<file path="config.mk">
export PLATFORM = sky130hd
export DESIGN_NAME = pc_gen
export DESIGN_NICKNAME = d
export VERILOG_FILES = /design/src/rtl/pc_gen.sv
export SDC_FILE = /design/constraint.sdc
export NUM_CORES = 1
export LEC_CHECK = 0
export CAP_MARGIN = 0
export CORE_MARGIN = 5
export CORE_UTILIZATION = 30
export DETAILED_ROUTE_END_ITERATION = 12
export GPL_TIMING_DRIVEN = 0
export MAX_ROUTING_LAYER = met4
export SYNTH_ARGS = -nofsm -noshare
export SYNTH_HDL_FRONTEND = slang
export SYNTH_SLANG_ARGS = --single-unit
</file>
<file path="constraint.sdc">
create_clock -name clk -period 2.3 [get_ports clk]
set_input_delay 0.69 -clock clk [delete_from_list [all_inputs] [get_ports clk]]
set_output_delay 0.69 -clock clk [all_outputs]
set_load 0.02 [all_outputs]
</file>
<file path="src/rtl/pc_gen.sv">
// Fetch program-counter generator: sequential increment, branch redirect, stall hold,
// and a sticky fault state entered when fetch flags the driven PC as invalid.
module pc_gen #(
  parameter logic [63:0] RESET_PC = 64'h0
) (
  input  logic        clk,
  input  logic        rst_n,
  input  logic        stall,
  input  logic        branch_taken,
  input  logic [63:0] branch_target,
  input  logic        inv_addr,
  input  logic        clear_fault,
  output logic [63:0] PC,
  output logic        pc_valid,
  output logic        fault,
  output logic [63:0] fault_pc,
  output logic [31:0] fetch_count
);

  typedef enum logic {
    RUN   = 1'b0,
    FAULT = 1'b1
  } state_t;

  state_t      state_q, state_d;
  logic [63:0] pc_q, pc_d;
  logic [63:0] fault_pc_q, fault_pc_d;
  logic [31:0] count_q, count_d;

  always_ff @(posedge clk) begin
    if (!rst_n) begin
      state_q    <= RUN;
      pc_q       <= RESET_PC;
      fault_pc_q <= 64'h0;
      count_q    <= 32'h0;
    end else begin
      state_q    <= state_d;
      pc_q       <= pc_d;
      fault_pc_q <= fault_pc_d;
      count_q    <= count_d;
    end
  end

  // A taken branch outranks inv_addr and stall: the current fetch is wrong-path.
  always_comb begin
    state_d    = state_q;
    pc_d       = pc_q;
    fault_pc_d = fault_pc_q;
    count_d    = count_q;
    case (state_q)
      RUN: begin
        if (branch_taken) begin
          pc_d    = branch_target;
          count_d = count_q + 32'd1;
        end else if (inv_addr) begin
          state_d    = FAULT;
          fault_pc_d = pc_q;
        end else if (!stall) begin
          pc_d    = pc_q + 64'd4;
          count_d = count_q + 32'd1;
        end
      end
      FAULT: begin
        // fault_pc and fetch_count survive the clear for post-mortem inspection.
        if (clear_fault) begin
          state_d = RUN;
          pc_d    = RESET_PC;
        end
      end
      default: begin
        state_d = RUN;
        pc_d    = RESET_PC;
      end
    endcase
  end

  assign PC          = pc_q;
  assign pc_valid    = (state_q == RUN);
  assign fault       = (state_q == FAULT);
  assign fault_pc    = fault_pc_q;
  assign fetch_count = count_q;

endmodule

</file>
==> results.yml <==
grt:
  grt_usage_pct: 24.3
  grt_util_met3_pct: 6.37
  busiest_layer: "met2"
  grt_use_met2_pct: 36.6
  grt_max_degree: 17
  overflow: 0
  met1_usage_pct: 31.7
  grt_pass1_vias: 9406
  grt_pass1_wl_um: 57100
  antenna_found_initial: 2
finish:
  drive_above_1_share_pct: 13.5
  fin_nets: 1434
  design_area_um2: 12400
  final_cell_mix: "nand2_1 (210), clkdlybuf4s50_1 (210), dfxtp_1 (129)"
  areaGrowthSynthToFinish_pct: 46.9
timing:
  finalSetupTns_ps: 0
  layout_min_cycle_time_ps: 2280
  setup_slack_ps: 23.9
  slew_violations: 0
  worst_slew_pin_slew_ps: 777
  fin_crit_sh_pct: 99.0
  finalHoldViolations: 0
  clock.fmax_mhz: 439
  max_slew_margin_pct: 48.2
  whs_ps: 454
  fin_skew_ps: 11.6
  rsz0062_at_grt: "true"
  setup_viol: 0
logic_synthesis:
  yosys.area.top_type: "dfxtp_1"
  yosysSeqAreaShare_pct: 38.3
  synth_flop_cell: "dfxtp_1"
  synthCells: 1090
  synth_area_leaders: "dfxtp_1 (38%), nand2_1 (9.5%), a21oi_1 (5.5%), clkbuf_1 (2.9%), nand4_1 (2.8%)"
  synth-edff-count: 0
  netlist_area_um2: 8410
  ys_warn_count: 0
  avgSynthCellArea_um2: 7.71
  async_reset_ff_share_pct: 0
  yosysUniqueCellTypes: 69
  ys_ff_latch: 161
  synth_top_area_share_pct: 38.3
  syn-num-nets: 1162
routing:
  dr.pass1.iters: 5
  drc: 0
  wl_per_cell_um: 21.8
  wl_um: 38300
  ant_nets: 0
  avgViaCountPerCell: 5.58
  num_vias: 9785
  drt_iter0_drc: 975
worst_setup_path:
  crit_fanout: 7
  crit_cells: 1
  start_kind: "register"
  critical_path.slowest_cell: "clkdlybuf4s50_1"
  worstPathBufferInverterCount: 1
  cp_data_arrival_time_ps: 1590
  critPathKind: "register to output port"
  crit_start: "PC[4]"
  cp-endpoint: "PC[4]"
  r2r_start: "PC[22]"
  crit_chain: "clkdlybuf4s50_1"
  worstReg2RegEnd: "PC[45]"
  end_kind: "output port"
  rrSetupSlack_ps: 70
  critPathMaxStageDelay_ps: 670
  path_delay_family: "buffers and inverters"
  worstPathRequired_ps: 1610
  rr_worst_depth: 7
clock_tree:
  ctsHoldBuffers: 0
  cts_tree: "built"
  clk_pin_slew_ps: 70
  cts-htree-levels: 4
  clockBufferDepth: 2
  clock_latency_ps: 450
  cts-root-buf: "clkbuf_16"
  cts_buffers: 17
  clkSinkCount: 161
min_path:
  hp-class: "register to register"
die:
  rows: 61
  coreArea_um2: 27700
  ioPinCount: 232
  die_h_um: 177
  start_util_pct: 30.3
  die_w_um: 177
  die-area_um2: 31500
placed_design:
  dp_hpwl_um: 27600
  io_buffers: 230
  dp_slack_ps: -1430
  placed_area_um2: 11200
  place.gp.congestion: 0.915
pwr:
  worst_ir_drop_vdd_mv: 0.322
  cellPowerDensity_nw_per_um2: 605
  p_leak_nw: 4.35
job:
  max-cap-violations: 0
run_status:
  status: "completed"
==> registers in the layout (all words and copies together), names as in the netlist <==
| signal | count |
|---|---|
| fault_pc | 64 |
| fetch_count | 32 |
| fault | 1 |
| PC | 64 |
==> what timing repair did <==
item	in CTS	in global routing
endpoints found under the setup margin	183	113
buffers inserted	21	7
gates resized for setup	109	65
pin swaps	13	5
==> how the worst min path moves through the flow <==
stage | from | end | cells after the start
4_1_cts | fault_pc[21] | fault_pc[21] | 2
3_5_place_dp | fault_pc[21] | fault_pc[21] | 2
6_report | fault_pc[21] | fault_pc[21] | 2
2_1_floorplan | fault_pc[0] | fault_pc[0] | 2
5_1_grt | fault_pc[21] | fault_pc[21] | 2
3_3_place_gp | fault_pc[43] | fault_pc[43] | 2
==> area by class of cell <==
type                            count  area [µm²]
Timing Repair Buffer              258        2520
Sequential cell                   161        3290
Buffer                             79         437
Multi-Input combinational cell    828        4960
Clock buffer                       18         439
Inverter                           17        63.8
Antenna cell                        2        5.00
Tap cell                          378         473
Clock inverter                     14         166
Fill cell                        2765       15400
==> cells in the mapped netlist, types with 9 or more instances <==
cell type and instances:
inv_1 17, xnor2_1 23, clkbuf_1 65, nand3_1 40, or4_1 26, nor3_1 15
a22o_1 9, dfxtp_1 161, buf_2 10, nor4_1 26, o211ai_1 22, a22oi_1 30
nand2b_1 17, nand4_1 38, and3_1 28, a21oi_1 92, o21ai_0 37, o22ai_1 11
nand2_1 213, buf_1 9, o2111ai_1 11, nor2_1 55, or3_1 11
==> cell families (layout without fill, tap and decap cells) <==
| logic type | count (synthesis) | after routing | share of synthesized area, % |
|---|---|---|---|
| and+or+nand+nor | 513 | 513 | 31.1 |
| adders and majority gates | 2 | 2 | 0.298 |
| xor gates and xnor gates | 29 | 29 | 3.02 |
| buffers and inverters | 101 | 386 | 4.66 |
| DFF | 161 | 161 | 38.3 |
| AOI/OAI and AO/OA | 273 | 273 | 21.2 |
| other | 0 | 2 | 0 |
| muxes | 11 | 11 | 1.35 |
==> through the flow <==
stage                     power [W]  cells  utilization [%]
after global placement      0.00441   1698             40.4
after floorplan             0.00373   1090                -
after detailed placement    0.00442   1698             40.4
final                       0.00747   1755             44.6
after CTS                   0.00747   1748             43.9
after global routing        0.00776   1755             44.6
==> per-layer routing <==
layer / part of all wire [%] / routed length [µm]
met2: 45 / 17200
met1: 43 / 16500
met3: 9.1 / 3510
met4: 3.0 / 1150
met5: 0 / 0
==> report_power, final <==
group / internal (W) / leakage [nW] / switching [W]
logic: 0.000546 / 2.73 / 0.000763
clock network: 0.00167 / 0.301 / 0.00137
registers: 0.00291 / 1.33 / 0.000201
(Power assumes the default switching activity.)
